==> src/rtl/pslip_sched_pkg.sv <==
// Shared types and width helpers for the priority-aware iSLIP scheduler.
package pslip_pkg;

  typedef enum logic [1:0] {
    IDLE   = 2'd0,
    GRANT  = 2'd1,
    ACCEPT = 2'd2,
    DONE   = 2'd3
  } sched_state_t;

  localparam int unsigned N_DEF = 4;
  localparam int unsigned P_DEF = 4;

  // Widths never collapse to zero so degenerate configs still elaborate.
  function automatic int unsigned pri_w(input int unsigned p);
    return (p > 2) ? $clog2(p) : 1;
  endfunction

  function automatic int unsigned idx_w(input int unsigned n);
    return (n > 2) ? $clog2(n) : 1;
  endfunction

  localparam int unsigned C_DEF  = pri_w(P_DEF);
  localparam int unsigned IW_DEF = idx_w(N_DEF);

endpackage

==> src/rtl/pslip_sched_arb.sv <==
// N-way max-priority arbiter with round-robin tiebreak starting at ptr.
// PSLIP_SCHED_PRIO_EN: when undefined every nonzero priority counts as equal.
module pri_rr_arb
  import pslip_pkg::*;
#(
  parameter  int unsigned N  = N_DEF,
  parameter  int unsigned C  = C_DEF,
  localparam int unsigned IW = idx_w(N)
) (
  input  logic [C-1:0]  pri [0:N-1],
  input  logic [IW-1:0] ptr,
  output logic [N-1:0]  gnt,
  output logic          valid
);

  logic [C-1:0]  w_eff [0:N-1];
  logic [C-1:0]  w_max;
  logic [IW-1:0] w_idx;

  always_comb begin
    for (int unsigned k = 0; k < N; k++) begin
`ifdef PSLIP_SCHED_PRIO_EN
      w_eff[k] = pri[k];
`else
      w_eff[k] = C'(pri[k] != '0);
`endif
    end
  end

  always_comb begin
    w_max = '0;
    for (int unsigned k = 0; k < N; k++) begin
      if (w_eff[k] > w_max) w_max = w_eff[k];
    end
  end

  // First requester at the maximum level, scanning ptr, ptr+1, ... mod N.
  always_comb begin
    gnt   = '0;
    valid = 1'b0;
    w_idx = '0;
    for (int unsigned k = 0; k < N; k++) begin
      w_idx = IW'((32'(ptr) + k) % N);
      if (!valid && (w_eff[w_idx] != '0) && (w_eff[w_idx] == w_max)) begin
        gnt[w_idx] = 1'b1;
        valid      = 1'b1;
      end
    end
  end

endmodule

==> src/rtl/pslip_sched.sv <==
// Iterative priority-aware iSLIP scheduler producing one conflict-free matching per round.
// PSLIP_SCHED_PRIO_EN selects priority-first arbitration; undefined gives pure round-robin iSLIP.
module pslip_sched
  import pslip_pkg::*;
#(
  parameter  int unsigned N    = N_DEF,
  parameter  int unsigned P    = P_DEF,
  parameter  int unsigned ITER = 2,
  localparam int unsigned C    = pri_w(P),
  localparam int unsigned IW   = idx_w(N)
) (
  input  logic          clk,
  input  logic          reset,
  input  logic          start,
  input  logic [C-1:0]  req_pri [0:N-1][0:N-1],
  output logic          busy,
  output logic          done,
  output logic [N-1:0]  match_valid,
  output logic [IW-1:0] match_out [0:N-1]
);

  localparam int unsigned TW = idx_w(ITER);

  sched_state_t  r_state, w_next;

  logic [C-1:0]  r_req       [0:N-1][0:N-1];
  logic [N-1:0]  r_grant     [0:N-1];
  logic [IW-1:0] r_gptr      [0:N-1];
  logic [IW-1:0] r_aptr      [0:N-1];
  logic [TW-1:0] r_iter;
  logic [N-1:0]  r_out_used;
  logic [N-1:0]  r_match_valid;
  logic [IW-1:0] r_match_out [0:N-1];

  logic [C-1:0]  w_gpri [0:N-1][0:N-1];
  logic [C-1:0]  w_apri [0:N-1][0:N-1];
  logic [N-1:0]  w_gnt  [0:N-1];
  logic [N-1:0]  w_gnt_v;
  logic [N-1:0]  w_acc  [0:N-1];
  logic [N-1:0]  w_acc_v;
  logic          w_last_iter;

  assign match_valid = r_match_valid;
  assign match_out   = r_match_out;
  assign w_last_iter = !(32'(r_iter) < ITER - 1);

  // Grant vectors are indexed by output (over inputs); accept vectors by input (over outputs).
  always_comb begin
    for (int unsigned j = 0; j < N; j++) begin
      for (int unsigned i = 0; i < N; i++) begin
        w_gpri[j][i] = (r_match_valid[i] || r_out_used[j]) ? '0 : r_req[i][j];
      end
    end
    for (int unsigned i = 0; i < N; i++) begin
      for (int unsigned j = 0; j < N; j++) begin
        w_apri[i][j] = (r_grant[j][i] && !r_match_valid[i]) ? r_req[i][j] : '0;
      end
    end
  end

  for (genvar g = 0; g < N; g++) begin : g_arb
    pri_rr_arb #(.N(N), .C(C)) u_garb (
      .pri   (w_gpri[g]),
      .ptr   (r_gptr[g]),
      .gnt   (w_gnt[g]),
      .valid (w_gnt_v[g])
    );
    pri_rr_arb #(.N(N), .C(C)) u_aarb (
      .pri   (w_apri[g]),
      .ptr   (r_aptr[g]),
      .gnt   (w_acc[g]),
      .valid (w_acc_v[g])
    );
  end

  always_ff @(posedge clk) begin
    if (!reset) r_state <= IDLE;
    else        r_state <= w_next;
  end

  always_comb begin
    w_next = r_state;
    busy   = (r_state != IDLE);
    done   = 1'b0;
    case (r_state)
      IDLE:    if (start) w_next = GRANT;
      GRANT:   w_next = ACCEPT;
      ACCEPT:  w_next = w_last_iter ? DONE : GRANT;
      DONE: begin
        done   = 1'b1;
        w_next = IDLE;
      end
      default: w_next = IDLE;
    endcase
  end

  always_ff @(posedge clk) begin
    if (!reset) begin
      r_iter        <= '0;
      r_out_used    <= '0;
      r_match_valid <= '0;
      for (int unsigned k = 0; k < N; k++) begin
        r_match_out[k] <= '0;
        r_gptr[k]      <= '0;
        r_aptr[k]      <= '0;
        r_grant[k]     <= '0;
        for (int unsigned m = 0; m < N; m++) r_req[k][m] <= '0;
      end
    end else begin
      case (r_state)
        IDLE: begin
          if (start) begin
            r_req         <= req_pri;
            r_iter        <= '0;
            r_out_used    <= '0;
            r_match_valid <= '0;
            for (int unsigned k = 0; k < N; k++) r_match_out[k] <= '0;
          end
        end
        GRANT: begin
          for (int unsigned j = 0; j < N; j++) r_grant[j] <= w_gnt_v[j] ? w_gnt[j] : '0;
        end
        ACCEPT: begin
          // Each output grants at most one input, so at most one input accepts any given j.
          for (int unsigned i = 0; i < N; i++) begin
            for (int unsigned j = 0; j < N; j++) begin
              if (w_acc_v[i] && w_acc[i][j]) begin
                r_match_valid[i] <= 1'b1;
                r_match_out[i]   <= IW'(j);
                r_out_used[j]    <= 1'b1;
                if (r_iter == '0) begin
                  r_aptr[i] <= IW'((j + 1) % N);
                  r_gptr[j] <= IW'((i + 1) % N);
                end
              end
            end
          end
          if (!w_last_iter) r_iter <= r_iter + TW'(1);
        end
        default: ;
      endcase
    end
  end

endmodule

==> config.mk <==
export PLATFORM = sky130hd
export DESIGN_NAME = pslip_sched
export DESIGN_NICKNAME = d
export VERILOG_FILES = /design/src/rtl/pslip_sched_pkg.sv /design/src/rtl/pslip_sched_arb.sv /design/src/rtl/pslip_sched.sv
export SDC_FILE = /design/constraint.sdc
export NUM_CORES = 1
export LEC_CHECK = 0
export ABC_AREA = 0
export CAP_MARGIN = 5
export CORE_ASPECT_RATIO = 1.25
export CORE_MARGIN = 4
export CORE_UTILIZATION = 25
export CTS_CLUSTER_DIAMETER = 200
export DETAILED_ROUTE_END_ITERATION = 10
export PLACE_DENSITY_LB_ADDON = 0.12
export SETUP_SLACK_MARGIN = 0.5
export SLEW_MARGIN = 5
export SYNTH_ARGS = -nofsm -noshare
export SYNTH_HDL_FRONTEND = slang
export SYNTH_SLANG_ARGS = --single-unit
export TNS_END_PERCENT = 5
==> constraint.sdc <==
create_clock -name clk -period 8.2 [get_ports clk]
set_input_delay 1.64 -clock clk [delete_from_list [all_inputs] [get_ports clk]]
set_output_delay 1.64 -clock clk [all_outputs]
set_load 0.05 [all_outputs]
==> summary.txt, run 1 <==
Outcome
  – Status: finished, final reports clean

Timing
  – Final Hold Viols: 0
  – Slew HR: 42.4%
  – Max-slew violations: 0
  – Final Skew: 7.42 ps
  – Fmax: 244 MHz
  – Setup tns final: 0 ps
  – Worst Max-Slew Pin Slew: 862 ps
  – Final period util: 50.0%
  – RSZ-0062 raised after global routing: no
  – Final Setup Violations: 0
  – Tmin final: 4100 ps

Yosys
  – Synthesized instance count: 761
  – Synth async-reset ratio: 0%
  – Syn Nets: 844
  – Register bit total from synthesis: 83
  – Yosys Warn Count: 0
  – Synth cell types: 78
  – Syn_area_per_cell: 8.70 µm²
  – Top cell type by total area after synthesis: dfxtp_1
  – Sequential share of the synthesized area: 29.0%
  – Ys flop type: dfxtp_1
  – Post-synth EDFFs: 26
  – Top-area cell type share of the netlist area: 17.2%
  – Synth area leaders: dfxtp_1, edfxtp_1, ha_1, mux4_2, nand2_1
  – Post-Syn Area: 6620 µm²

Final layout
  – Seq. cell area: 1920 µm²
  – Most frequent cells in the layout: nand2_1, a21oi_1, dfxtp_1
  – Multi-input gate area: 4470 µm²
  – ANT cells: 0
  – Post-layout util: 29.7%
  – Ratio of cells with drive above 1 in the final layout: 9.24%
  – Final nets: 879
  – Commonest non-fill, non-tap cell in the layout: nand2_1
  – Filler Cell Count: 2818
  – Layout Area Growth over Synthesis: 17.1%

Pwr
  – Combinational power share: 25.4%
  – P_int: 844 µW
  – Sequential share of power: 38.3%
  – Worst vdd ir: 0.0000761 V
  – Sw Pwr: 394 µW
  – Power density over the cells: 160 nW/µm²
  – Leak Pwr: 0.00272 µW
  – Switching part of the total: 31.8%
  – Clock power frac: 36.2%

Global routing
  – Total congestion overflow: 0
  – Initial antenna violation count: 1
  – Global-route wire length before repair: 35200 µm
  – Vias in the first global route: 6258
  – Largest net degree at the start of global routing: 38
  – Global-route usage over all layers: 15.1%

Clock tree
  – CTS tree: yes
  – Clk buf depth: 2
  – CTS Buf Count: 9
  – Cts repair resizes: 0
  – Setup bufs post-CTS: 0
  – Worst-skew pair later-pin latency: 350 ps
  – H-tree levels: 3
  – Hold-fix buffer count after cts: 0
  – Root buffer cell: clkbuf_16
  – Clock-pin slew on the worst setup and hold paths: 60 ps
  – Clock sink count: 83

Placed design
  – Routability cong.: 0.875
  – Number of port buffers: 48
  – Detailed placement HPWL: 17400 µm

Die
  – Die Area: 29200 µm²
  – Num rows: 66
  – Die W: 154 µm
  – Area of the core: 26100 µm²
  – I/O pin cnt: 49
  – Initial Utilization: 25.4%
  – Die Height: 190 µm

Worst setup path
  – CP Class: primary input to register
  – CP Buf/Inv Count: 3
  – Data arrival, critical path: 4280 ps
  – CP max stage delay: 880 ps
  – Setup crit end kind: register
  – Type of origin of the critical path: primary input
  – Worst EP required: 8380 ps
  – CP max FO: 37
  – Cell chain of the critical path: clkdlybuf4s50_1 -> clkinv_1 -> buf_4 -> nor2_1 -> o41ai_1 -> a21oi_1
  – Slowest stage cell, crit path: clkdlybuf4s50_1
  – Crit-path leading delay family: buffers and inverters

Drt
  – Vias: 6075
  – Initial DRC count: 312
  – ANT nets after route: 0
  – Via-per-instance ratio: 5.32
  – # DRC: 0
  – Wire per inst: 19.5 µm
  – 1st-pass router iterations: 5
  – WL final: 22300 µm

Flow run
  – Max cap viols: 0

Worst hold path
  – Hold WC Path Type: register to register
==> area by class of cell <==
type,instances,share of cell area [%]
inverters,28,1.36
clock inverters,3,0.533
well taps,340,5.49
repair buffers,51,6.49
clock buffers,13,3.65
multi-input cells,623,57.7
flip-flops and latches,83,24.8
==> kinds of logic after synthesis <==
logic type | count (synthesis) | synth area share (%)
AO/OA/AOI/OAI | 242 | 25.5
multiplexers | 45 | 10.8
adder cells (fa/ha/maj) | 48 | 9.08
AND/OR/NAND/NOR | 288 | 22.2
flip-flops | 83 | 29.0
buffers and inverters | 55 | 3.44
==> power by group through the flow <==
stage / logic (µW) / clock network (µW) / registers (µW)
after detailed placement: 315 / 0 / 484
after global placement: 320 / 0 / 485
after CTS: 316 / 456 / 475
after floorplan: 223 / 0 / 473
after global routing: 348 / 472 / 479
final: 315 / 449 / 475
==> worst register-to-register path: cells and delay by family (launching register included) <==
family / cells / cell delay [ps]
compound gates: 4 / 1050
simple gates: 1 / 280
flops: 1 / 770
buf+inv: 1 / 290
fa+ha+maj: 1 / 570
mux: 1 / 540
==> worst paths after layout <==
path                                   start            end  slack [ps]  depth (start not counted)
worst max-delay path                   reset  r_grant[0][0]        4100                          6
worst min-delay path               r_req[19]      r_req[19]         460                          2
worst max register to register  r_aptr[0][0]   r_aptr[0][1]        4410                          8
worst min register to register     r_req[19]      r_req[19]         460                          2
==> synthesized netlist by cell type, drive strengths merged (21+ instances only) <==
master / instances
ha: 48
o21ai: 21
dfxtp: 57
a21oi: 83
a22oi: 34
nand2: 119
nand4: 24
and2: 23
inv: 27
nor2: 33
edfxtp: 26
clkbuf: 21
==> registers in the layout, summed over array words and instances (netlist names) <==
register     flops
r_state          2
r_out_used       4
r_aptr           8
match_valid      4
r_grant         16
match_out        8
r_req           32
r_iter           1
r_gptr           8
==> stage by stage <==
step | hold WS [ps] | power, µW | cell area, µm² | setup WS [ps] | instances
final | 455 | 1240 | 7750 | 4100 | 1141
after global routing | 478 | 1300 | 7750 | 3900 | 1141
after CTS | 458 | 1250 | 7750 | 4130 | 1141
after detailed placement | 448 | 799 | 7420 | 3790 | 1125
after global placement | 443 | 805 | 7420 | 3880 | 1125
after floorplan | 434 | 696 | 6620 | 4940 | 761
==> metal layers <==
layer  part of all wire [%]  track usage (%)
met5                  0.058                0
met4                    2.2             4.89
met3                    2.9             1.82
met2                     51             27.2
met1                     44             18.8
(Power assumes the default switching activity.)
==> run 2, diff against run 1 <==
- clock period: 8.2 -> 3.42 ns (I/O delays scaled with it)
==> summary.txt, run 2 (synthesis results as in run 1) <==
Outcome
  – Status: finished, final reports clean

Worst hold path
  – Hold WC Path Type: register to register
  – Min-delay src: r_req[13]
  – Worst Hold Path EP: r_req[13]
  – Hold path depth: 2

Final layout
  – Number of flip-flops under the largest register name: 32
  – Commonest non-fill, non-tap cell in the layout: nand2_1
  – Ratio of cells with drive above 1 in the final layout: 15.3%
  – Final nets: 922
  – Layout Area Growth over Synthesis: 22.2%
  – ANT cells: 0
  – Regs by FF count: r_req x32, r_grant x16
  – Most frequent cells in the layout: nand2_1, a21oi_1, dfxtp_1
  – Filler Cell Count: 2802
  – Top reg by flops: r_req

Global routing
  – Vias in the first global route: 6152
  – Global-route wire length before repair: 36200 µm
  – Total congestion overflow: 0
  – Largest net degree at the start of global routing: 43
  – Initial antenna violation count: 0
  – Global-route usage over all layers: 15.9%

Timing
  – Final Hold Viols: 0
  – RSZ-0062 raised after global routing: yes
  – Final Skew: 12.8 ps
  – Slew HR: 46.3%
  – Worst Max-Slew Pin Slew: 796 ps
  – Setup tns final: 0 ps
  – Max-slew violations: 0
  – Final Setup Violations: 0
  – Tmin final: 2880 ps
  – Worst-case hold slack: 457 ps
  – Fmax: 348 MHz
  – Final period util: 84.1%

Drt
  – Initial DRC count: 352
  – Met3 wire len: 753 µm
  – WL met2: 11700 µm
  – # DRC: 0
  – WL final: 23500 µm
  – ANT nets after route: 0
  – Vias: 6214
  – 1st-pass router iterations: 5
  – Via-per-instance ratio: 5.25
  – Highest routed layer: met4
  – Met1 WL: 10400 µm
  – Wire per inst: 19.9 µm

Worst setup path
  – Worst EP required: 3460 ps
  – Type of origin of the critical path: register
  – Crit Reg-Reg Endpoint: r_aptr[1][1]
  – Data arrival, critical path: 2920 ps
  – Reg2Reg Launch Point: match_valid[1]
  – CP max FO: 6
  – R2R cell count: 8
  – Setup crit end kind: register
  – CP Class: register to register
  – R2r setup slk: 540 ps

Die
  – Die W: 154 µm
  – Die Area: 29200 µm²
  – Num rows: 66
  – Die Height: 190 µm
  – I/O pin cnt: 49
  – Initial Utilization: 25.4%
  – Area of the core: 26100 µm²

Clock tree
  – Clock-pin slew on the worst setup and hold paths: 70 ps
  – H-tree levels: 3
  – CTS Buf Count: 9
  – CTS tree: yes
  – Clock sink count: 83
  – Root buffer cell: clkbuf_16
  – Worst-skew pair later-pin latency: 360 ps
  – Clk buf depth: 2

Flow run
  – Max cap viols: 0

Placed design
  – Detailed placement HPWL: 18500 µm
  – Number of port buffers: 48
  – Routability cong.: 0.843

Pwr
  – Power density over the cells: 362 nW/µm²
  – Leak Pwr: 0.00292 µW
  – Worst vdd ir: 0.000289 V
-- run 2: where the power goes --
part           internal, µW  switching, µW
Clock                   520            454
Combinational           344            486
Sequential             1070           57.9
Total                  1930            998
-- run 2: cell type report --
type                       count  area (µm²)  share of cell area [%]
multi-input combinational    623        4520                    55.9
sequential                    83        1920                    23.8
timing repair buffer          94         826                    10.2
tap                          340         425                    5.26
clock buffer                  10         239                    2.96
inverter                      28         105                    1.30
clock inverter                 6        46.3                   0.573
-- run 2: routing by layer --
layer	GRT usage (%)	up-vias
met2	28.0	164
met3	2.34	29
met4	5.88	0
met5	0	-
met1	19.8	2982
li1	-	3039
-- run 2: timing repair --
item / 4_1_cts / 5_1_grt
resized for setup: 5 / 9
buffers inserted: 1 / 5
pin swaps: 1 / 3
hold buffers: 0 / 0
endpoints found under the setup margin: 8 / 25
-- run 2: how the worst max path moves through the flow --
stage,startpoint,endpoint,slack [ps],cells after the start
final,match_valid[1],r_aptr[1][1],540,8
after CTS,match_valid[1],r_aptr[1][1],470,8
after floorplan,r_aptr[2][0],r_gptr[1][0],420,12
after global placement,match_valid[1],r_aptr[1][1],280,8
after global routing,r_aptr[2][1],r_gptr[1][0],410,9
after detailed placement,match_valid[1],r_aptr[1][1],280,8
-- run 2: through the flow --
| stage | total power [µW] | std cells | utilization (%) | cell area [µm²] | setup WS [ps] |
|---|---|---|---|---|---|
| after global placement | 1960 | 1162 | 29.5 | 7700 | 284 |
| after global routing | 3090 | 1184 | 31.0 | 8090 | 406 |
| after floorplan | 1670 | 761 | - | 6620 | 418 |
| after detailed placement | 1950 | 1162 | 29.5 | 7700 | 285 |
| final | 2930 | 1184 | 31.0 | 8090 | 544 |
| after CTS | 2950 | 1179 | 30.7 | 8010 | 465 |
-- run 2: worst max-delay path, cell delays in order (launching register included) --
cell and delay, ps:
dfxtp_2 400, o21ba_2 230, and2_4 180, mux4_2 560
a211o_1 390, o32ai_4 340, nor4_4 90, and2_1 160
o21ai_1 200
